`src/rtl/module_keypad_scanner.sv`:
```
// module_keypad_scanner
//   Scans a 4x4 hex keypad and turns each accepted press into a hex nibble.
//   The columns are driven active-low, one at a time. The rows are pulled up
//   and read as active-low. Each press is debounced, decoded and shifted into
//   a 32-bit digit register, which can drive the display input of the 7-seg
//   control block.
//
// Ports
//   clk_10Mhz_i    in   1   system clock (single domain)
//   reset_i        in   1   asynchronous reset, active-low
//   row_i          in   4   keypad rows, active-low, asynchronous
//   col_o          out  4   keypad column drive, one-cold
//   key_o          out  4   last accepted key code (held until next key)
//   key_valid_o    out  1   one-cycle strobe for a new key
//   key_pressed_o  out  1   high while an accepted key is still held
//   digits_o       out  32  last 8 key codes, newest in [3:0]
//   state_o        out  2   current scanner state (debug visibility)
//
// Output handshake: key_valid_o is a pure strobe with no ready/back-pressure.
// It is high for exactly one clock per accepted press. key_o and digits_o
// already carry the new key in that same cycle.
module module_keypad_scanner #(
    parameter int COUNT_SCAN     = 10_000,
    parameter int BITS_SCAN      = 14,
    parameter int DEBOUNCE_TICKS = 20,
    parameter int BITS_DEB       = 5
) (
    input  logic        clk_10Mhz_i,
    input  logic        reset_i,
    input  logic [3:0]  row_i,
    output logic [3:0]  col_o,
    output logic [3:0]  key_o,
    output logic        key_valid_o,
    output logic        key_pressed_o,
    output logic [31:0] digits_o,
    output logic [1:0]  state_o
);

    typedef enum logic [1:0] {
        ST_SCAN     = 2'd0,
        ST_DEBOUNCE = 2'd1,
        ST_HOLD     = 2'd2
    } state_t;

    localparam logic [BITS_SCAN-1:0] TICK_LAST = BITS_SCAN'(COUNT_SCAN - 1);
    localparam logic [BITS_DEB-1:0]  DEB_LAST  = BITS_DEB'(DEBOUNCE_TICKS - 1);

    state_t              state;
    logic [3:0]          row_m;
    logic [3:0]          row_s;
    logic [BITS_SCAN-1:0] dwell_cnt;
    logic                tick;
    logic [1:0]          col_idx;
    logic [1:0]          next_col;
    logic [1:0]          cand_row;
    logic [1:0]          cand_col;
    logic [BITS_DEB-1:0] deb_cnt;
    logic [BITS_DEB-1:0] rel_cnt;
    logic                row_idle;
    logic [1:0]          win_row;
    logic [3:0]          cand_code;

    // Keypad legend, row-major. '*' reads as E and '#' reads as F.
    function automatic logic [3:0] decode(input logic [1:0] r, input logic [1:0] c);
        logic [3:0] code;
        case ({r, c})
            4'h0: code = 4'h1;  4'h1: code = 4'h2;  4'h2: code = 4'h3;  4'h3: code = 4'hA;
            4'h4: code = 4'h4;  4'h5: code = 4'h5;  4'h6: code = 4'h6;  4'h7: code = 4'hB;
            4'h8: code = 4'h7;  4'h9: code = 4'h8;  4'hA: code = 4'h9;  4'hB: code = 4'hC;
            4'hC: code = 4'hE;  4'hD: code = 4'h0;  4'hE: code = 4'hF;  default: code = 4'hD;
        endcase
        return code;
    endfunction

    function automatic logic [3:0] col_drive(input logic [1:0] idx);
        return ~(4'b0001 << idx);
    endfunction

    // Two-flop synchroniser. It idles high, which means no key is down.
    always_ff @(posedge clk_10Mhz_i or negedge reset_i) begin
        if (!reset_i) begin
            row_m <= 4'hF;
            row_s <= 4'hF;
        end else begin
            row_m <= row_i;
            row_s <= row_m;
        end
    end

    // Free-running dwell counter. It runs in every state, so debounce and
    // release timing use the same tick as the column scan.
    always_ff @(posedge clk_10Mhz_i or negedge reset_i) begin
        if (!reset_i) begin
            dwell_cnt <= '0;
        end else if (dwell_cnt == TICK_LAST) begin
            dwell_cnt <= '0;
        end else begin
            dwell_cnt <= dwell_cnt + 1'b1;
        end
    end

    assign tick     = (dwell_cnt == TICK_LAST);
    assign row_idle = (row_s == 4'hF);
    assign next_col = col_idx + 2'd1;
    assign cand_code = decode(cand_row, cand_col);
    assign state_o  = state;

    // With several rows low, the lowest row index wins.
    always_comb begin
        win_row = 2'd3;
        if (!row_s[0])      win_row = 2'd0;
        else if (!row_s[1]) win_row = 2'd1;
        else if (!row_s[2]) win_row = 2'd2;
    end

    always_ff @(posedge clk_10Mhz_i or negedge reset_i) begin
        if (!reset_i) begin
            state         <= ST_SCAN;
            col_idx       <= 2'd0;
            col_o         <= 4'b1110;
            cand_row      <= 2'd0;
            cand_col      <= 2'd0;
            deb_cnt       <= '0;
            rel_cnt       <= '0;
            key_o         <= 4'h0;
            key_valid_o   <= 1'b0;
            key_pressed_o <= 1'b0;
            digits_o      <= 32'h0;
        end else begin
            key_valid_o <= 1'b0;
            case (state)
                ST_SCAN: begin
                    if (tick) begin
                        if (row_idle) begin
                            col_idx <= next_col;
                            col_o   <= col_drive(next_col);
                        end else begin
                            // Freeze the column on the candidate. The first tick
                            // that sees it counts as the first match.
                            cand_row <= win_row;
                            cand_col <= col_idx;
                            deb_cnt  <= BITS_DEB'(1);
                            state    <= ST_DEBOUNCE;
                        end
                    end
                end

                ST_DEBOUNCE: begin
                    if (tick) begin
                        if (!row_idle && win_row == cand_row) begin
                            if (deb_cnt >= DEB_LAST) begin
                                state         <= ST_HOLD;
                                deb_cnt       <= '0;
                                rel_cnt       <= '0;
                                key_valid_o   <= 1'b1;
                                key_pressed_o <= 1'b1;
                                key_o         <= cand_code;
                                digits_o      <= {digits_o[27:0], cand_code};
                            end else begin
                                deb_cnt <= deb_cnt + 1'b1;
                            end
                        end else begin
                            state   <= ST_SCAN;
                            deb_cnt <= '0;
                            col_idx <= next_col;
                            col_o   <= col_drive(next_col);
                        end
                    end
                end

                ST_HOLD: begin
                    // A release counts only after DEBOUNCE_TICKS consecutive idle
                    // ticks. Any low row restarts the count, so bounce cannot
                    // cause a second strobe.
                    if (tick) begin
                        if (row_idle) begin
                            if (rel_cnt >= DEB_LAST) begin
                                state         <= ST_SCAN;
                                rel_cnt       <= '0;
                                key_pressed_o <= 1'b0;
                                col_idx       <= next_col;
                                col_o         <= col_drive(next_col);
                            end else begin
                                rel_cnt <= rel_cnt + 1'b1;
                            end
                        end else begin
                            rel_cnt <= '0;
                        end
                    end
                end

                default: begin
                    state <= ST_SCAN;
                end
            endcase
        end
    end

endmodule
```
`config.mk`:
```
export PLATFORM = sky130hd
export DESIGN_NAME = module_keypad_scanner
export DESIGN_NICKNAME = d
export VERILOG_FILES = /design/src/rtl/module_keypad_scanner.sv
export SDC_FILE = /design/constraint.sdc
export NUM_CORES = 1
export LEC_CHECK = 0
export ABC_AREA = 1
export ABC_CLOCK_PERIOD_IN_PS = 4200
export CAP_MARGIN = 20
export CORE_MARGIN = 2
export CORE_UTILIZATION = 49
export CTS_BUF_LIST = sky130_fd_sc_hd__clkbuf_2 sky130_fd_sc_hd__clkbuf_4 sky130_fd_sc_hd__clkbuf_8
export DETAILED_ROUTE_END_ITERATION = 12
export HOLD_SLACK_MARGIN = 0.15
export PLACE_DENSITY = 0.72
export SLEW_MARGIN = 10
export SYNTH_ARGS = -nofsm -noshare
export SYNTH_HDL_FRONTEND = slang
export SYNTH_SLANG_ARGS = --single-unit
```
`constraint.sdc`:
```
create_clock -name clk_10Mhz_i -period 4.2 [get_ports clk_10Mhz_i]
set_input_delay 0.63 -clock clk_10Mhz_i [delete_from_list [all_inputs] [get_ports clk_10Mhz_i]]
set_output_delay 0.63 -clock clk_10Mhz_i [all_outputs]
set_load 0.01 [all_outputs]
```
Word level (Yosys, flattened, before mapping). Memories as Yosys holds them, arrays and structs flattened. Cells that the tools add are included.

Output and inout port bits: 44. Input port bits: 6. Word-level logic and storage cells: 106. Memories: 1. Flip-flop bits (word level): 82. Bits in read-only memories: 64.

Magnitude comparators: 2. Reductions and logical operators: 13. Add/sub/neg operators: 4. Bitwise gates (word level): 2. Muxes and demuxes: 53. Shift operators: 1. Equality and inequality tests: 16.

Memories: (no name shown) (words 16, width 4, rd ports 1, clocked after memory_dff 0, wr ports 0, line 66) `case ({r, c})`.

Operators by type and width (number): 5-bit two-way mux (11); 2-bit two-way mux (17); 4-bit two-way mux (7); 2-bit inequality test, second input constant (10); 5-bit case mux with 2 select lines (2); 14-bit by 1-bit adder with 14-bit output, second input constant (1); 14-bit == test, second input constant (1); 14-bit two-way mux (1); 7-bit AND reduction (2); 2-bit case mux with 3 select lines (2); 4-bit case mux with 3 select lines (1); 1-bit two-way mux (11); 5-bit by 1-bit adder with 5-bit output, second input constant (2); 5-bit greater-or-equal comparator, second input constant (2); 4-bit AND reduction (2); 8-bit AND reduction (1); 5-bit AND reduction (1); 4-bit == test, second input constant (1); 4-bit inverter (1); 2-bit nonzero test (2); 1-bit by 2-bit left shift with 4-bit output, first input constant (1); 3-bit inequality test, second input constant (1); 3-bit AND reduction (1); 3-bit nonzero test (1); other kinds (9) (9).

Depth between registers and ports, before layout.
Depth after elaboration: 8. Depth in mapped cells: 11. Depth with buffers taken out: 11.

Least setup slack after synthesis. OpenSTA, ideal clock, no wires.

Kind: register -> register. From: register deb_cnt[0]. To: register digits_o[21]. Arrival: 1.419 ns. Setup time: 0.121 ns. Path slack: 2.661 ns. Buffers on the path: 1. Clock period less this slack: 1.539 ns. Data required time: 4.079 ns. Cell stages (with the launch flop): 11. Cell sequence: dfrtp_1 -> ha_1 -> nor2_1 -> nand3_1 -> nand2_1 -> nor2_2 -> nand3_4 -> inv_2 -> buf_6 -> nand2_1 -> o21ai_1.

Longest elaborated chain between the ends: 2.

Ends and longest elaborated chain: from (decl) (line 57) `logic [BITS_DEB-1:0] deb_cnt;`; from (signal assigned) (line 160) `deb_cnt <= deb_cnt + 1'b1;`; 5-bit greater-or-equal comparator (line 151) `if (deb_cnt >= DEB_LAST) begin`; 4-bit AND reduction (no line); to (signal assigned) (line 158) `digits_o <= {digits_o[27:0], cand_code};`; to (decl) (line 35) `output logic [31:0] digits_o,`.

No other way between the ends. A chain may end at the register's enable or synchronous reset.

Worst setup path in the final report.
From: register deb_cnt[0]. To: register key_o[0].

Longest elaborated chain between the ends: 2.

Ends and longest elaborated chain: 5-bit greater-or-equal comparator (line 151); 4-bit AND reduction (no line); to (signal assigned) (line 157) `key_o <= cand_code;`; to (decl) (line 32) `output logic [3:0] key_o,`.

No other way between the ends.

==> reports/metrics.yaml <==
outcome: "completed"
worstRegToRegCells: 9
r2r_setup_slack_ns: 1.98
crit_buf_inv: 1
pwr_density_cell_nw_per_um2: 316
timing.critical_path.max_delay_family: "simple AND/OR/NAND/NOR gates"
ys.warnings.count: 0
cts_resized: 0
cts_made_buffers: 9
place.port_buffers: 49
clk_pin_slew_ns: 0.08
final_cells: 591
synth_nets: 457
wire_length_per_cell_after_detailed_routing_um: 11.8
grt_antenna_before_repair: 0
holdCritPathClass: "reg -> reg"
detailed_place_hpwl_um: 4810
count_of_placed_standard_cells_including_taps: 575
timing.rr.end: "key_o[0]"
final.setup.tns_ns: 0
crit_path_top_delay_cell: "sky130_fd_sc_hd__inv_2"
worst_skew_pair.late_latency_ns: 0.35
vias_per_cell: 4.86
relSlewSlack_pct: 37.2
crit_chain: "ha_1 -> nor2_1 -> nand3_1 -> nand2_1 -> nor2_2 -> nand3_4 -> inv_2 -> nand2_1 -> o21ai_1"
post-cts-setup-buffers: 0
placeableCoreArea_um2: 7290
die-width_um: 91.0
via_count: 2871
final_min_period_over_clock_period_pct: 52.9
critPathKind: "reg -> reg"
cts_tree: "yes"
endpoint: "key_o[0]"
design.die.area_um2: 8280
layout_commonest_cell: "sky130_fd_sc_hd__nand2_1"
worstSetupStartpoint: "deb_cnt[0]"
timing_max_transition_violations_final: 0
timing.max_cap.violations: 0
worst_pin_slew_ns: 0.942
n_fill_cell: 669
post_synth_main_area_contributors: "sky130_fd_sc_hd__dfrtp_1, sky130_fd_sc_hd__nand2_1, sky130_fd_sc_hd__dfstp_2"
last_weighted_congestion_value_of_the_routability_driven_placer: 0.843
worstPathArrival_ns: 2.49
most-common-layout-cells: "sky130_fd_sc_hd__nand2_1, sky130_fd_sc_hd__dfrtp_1, sky130_fd_sc_hd__clkdlybuf4s50_1"
drtPass1Iterations: 4
crit_path_frequent_cell: "sky130_fd_sc_hd__nand2_1"
layout.nets: 505
worstPathRequired_ns: 4.47
globalRouteTotalUtil_pct: 17.8
synth.cell_area_um2: 3710
synth.lib_cells_used.distinct: 29
crit_path_end_kind: "flop"
synth.top_cell.area_share_pct: 45.2
initial_standard_cell_utilization_of_the_core_pct: 50.9
grt_pass1_vias: 2648
vdd_drop_max_mv: 0.171
syn2layout_area_growth_pct: 20.0
finalHoldViolations: 0
fmax_ghz: 0.450
timing.critical_path.depth: 9
setup_viol_count_final: 0
detail_route.drc_violations: 0
synthCells: 439
drive_gt1_share_pct: 8.94
clock_sink_count: 78
cp_max_fo: 35
min_period_ns: 2.22
cts.htree.levels: 3
n_antenna_cell: 0
synth.yosys.seq_area_share_pct: 53.0
post-synth-top-area-cell: "sky130_fd_sc_hd__dfrtp_1"
synth_register_bits: 78
rsz_0062_raised_after_global_routing: "false"
cts.root.buffer_cell: "sky130_fd_sc_hd__clkbuf_8"
cts_max_path_buffers: 2
drt_iter0_markers: 123
cts_hold_buffers: 0
syn-mean-instance-area_um2: 8.45
globalRoute.totalOverflow: 0
start_kind: "flop"
pin_count_of_the_biggest_net_entering_global_routing: 79
postRouteAntennaNets: 0
skew_ns: 0.00554
detail_route.wirelength_um: 6960
grt_pass1_wl_um: 12000
rows: 31
cp_slowest_stage_delay_ns: 0.50
floorplan.io_pins: 50
startpoint_of_the_lowest_slack_register_to_register_path: "deb_cnt[0]"
power.leakage_nw: 2.17
chipHeight_um: 91.0
## sequential cells by signal (all words and copies together), names as in the netlist
register and count:
row_m 4, dwell_cnt 14, col_idx 2, cand_row 2, digits_o 29, col_o 4, key_valid_o 1, row_s 4
cand_col 2, state_o 2, key_pressed_o 1, key_o 3, deb_cnt 5, rel_cnt 5
## metrics by stage
| step | hold WS, ns | instance area (um^2) | setup slack, ns | util, % | power (W) |
|---|---|---|---|---|---|
| 6_report | 0.358 | 4450 | 1.98 | 61.1 | 0.00141 |
| 5_1_grt | 0.357 | 4450 | 1.63 | 61.1 | 0.00146 |
| 4_1_cts | 0.357 | 4450 | 1.95 | 61.1 | 0.00142 |
| 3_5_place_dp | 0.347 | 4230 | 1.97 | 58.0 | 0.000802 |
| 3_3_place_gp | 0.347 | 4230 | 2.05 | 58.0 | 0.000802 |
| 2_1_floorplan | 0.334 | 3710 | 2.66 | - | 0.000781 |
## cell families after synthesis
family	Yosys count	share of synthesized area (%)
adders and majority gates	12	4.05
and+or+nand+nor	227	26.1
xor gates and xnor gates	11	2.60
buffers and inverters	63	7.62
AOI/OAI and AO/OA	48	6.68
DFF	78	53.0
## routing by layer
| metal | up-vias | part of all wire, % | wire length [um] | track usage [%] |
|---|---|---|---|---|
| met3 | 9 | 4.0 | 280 | 3.40 |
| met1 | 1333 | 48 | 3360 | 24.5 |
| li1 | 1476 | - | - | - |
| met2 | 53 | 46 | 3220 | 28.1 |
| met4 | 0 | 1.5 | 103 | 7.07 |
| met5 | - | 0 | 0 | 0 |
## power by group
group	total, W	switching (W)	internal [W]
Combinational	0.0000264	0.0000202	0.00000623
Clock	0.000621	0.000285	0.000336
Sequential	0.000759	0.00000205	0.000757
Total	0.00141	0.000307	0.00110
## cells in the mapped netlist
| master | number |
|---|---|
| sky130_fd_sc_hd__nand2_1 | 153 |
| sky130_fd_sc_hd__dfrtp_1 | 67 |
| sky130_fd_sc_hd__inv_1 | 44 |
| sky130_fd_sc_hd__nor2_1 | 32 |
| sky130_fd_sc_hd__o21ai_0 | 22 |
| sky130_fd_sc_hd__nand3_1 | 19 |
| sky130_fd_sc_hd__o21ai_1 | 18 |
| sky130_fd_sc_hd__ha_1 | 12 |
| sky130_fd_sc_hd__dfstp_2 | 11 |
| sky130_fd_sc_hd__xor2_1 | 9 |
| sky130_fd_sc_hd__nand4_1 | 8 |
| sky130_fd_sc_hd__inv_2 | 7 |
| sky130_fd_sc_hd__buf_4 | 5 |
| sky130_fd_sc_hd__a21oi_1 | 4 |
| sky130_fd_sc_hd__buf_2 | 4 |
| sky130_fd_sc_hd__buf_6 | 3 |
| sky130_fd_sc_hd__nand3b_1 | 3 |
| sky130_fd_sc_hd__nor2_2 | 3 |
| sky130_fd_sc_hd__nor2_4 | 2 |
| sky130_fd_sc_hd__nor3_1 | 2 |
| sky130_fd_sc_hd__o22ai_1 | 2 |
| sky130_fd_sc_hd__xnor2_1 | 2 |
| sky130_fd_sc_hd__nand2_2 | 1 |
| sky130_fd_sc_hd__nand3_2 | 1 |
| sky130_fd_sc_hd__nand3_4 | 1 |
| sky130_fd_sc_hd__nand4_2 | 1 |
| sky130_fd_sc_hd__nor3b_1 | 1 |
| sky130_fd_sc_hd__o211ai_1 | 1 |
| sky130_fd_sc_hd__o21bai_1 | 1 |
## cell type report
type	instances	area, um^2	share of cell area [%]
Sequential cell	78	1970	44.2
Multi-Input combinational cell	298	1460	32.8
Timing Repair Buffer	49	488	11.0
Inverter	51	191	4.30
Clock buffer	9	124	2.78
Tap cell	99	124	2.78
Clock inverter	7	97.6	2.19
## worst reg2reg max path, stage by stage (launching register included)
cell and delay [ns]:
sky130_fd_sc_hd__dfrtp_1 0.41, sky130_fd_sc_hd__ha_1 0.22, sky130_fd_sc_hd__nor2_1 0.06, sky130_fd_sc_hd__nand3_1 0.08
sky130_fd_sc_hd__nand2_1 0.16, sky130_fd_sc_hd__nor2_2 0.19, sky130_fd_sc_hd__nand3_4 0.32, sky130_fd_sc_hd__inv_2 0.50
sky130_fd_sc_hd__nand2_1 0.11, sky130_fd_sc_hd__o21ai_1 0.09
## how the worst min path moves through the flow
stage                         from           to  cells after the start
after global routing      row_m[2]     row_s[2]                      0
after global placement    row_m[3]     row_s[3]                      0
after floorplan            reset_i  cand_col[0]                      0
after detailed placement  row_m[0]     row_s[0]                      0
final                     row_m[3]     row_s[3]                      0
after CTS                 row_m[2]     row_s[2]                      0
(Power assumes the default switching activity.)
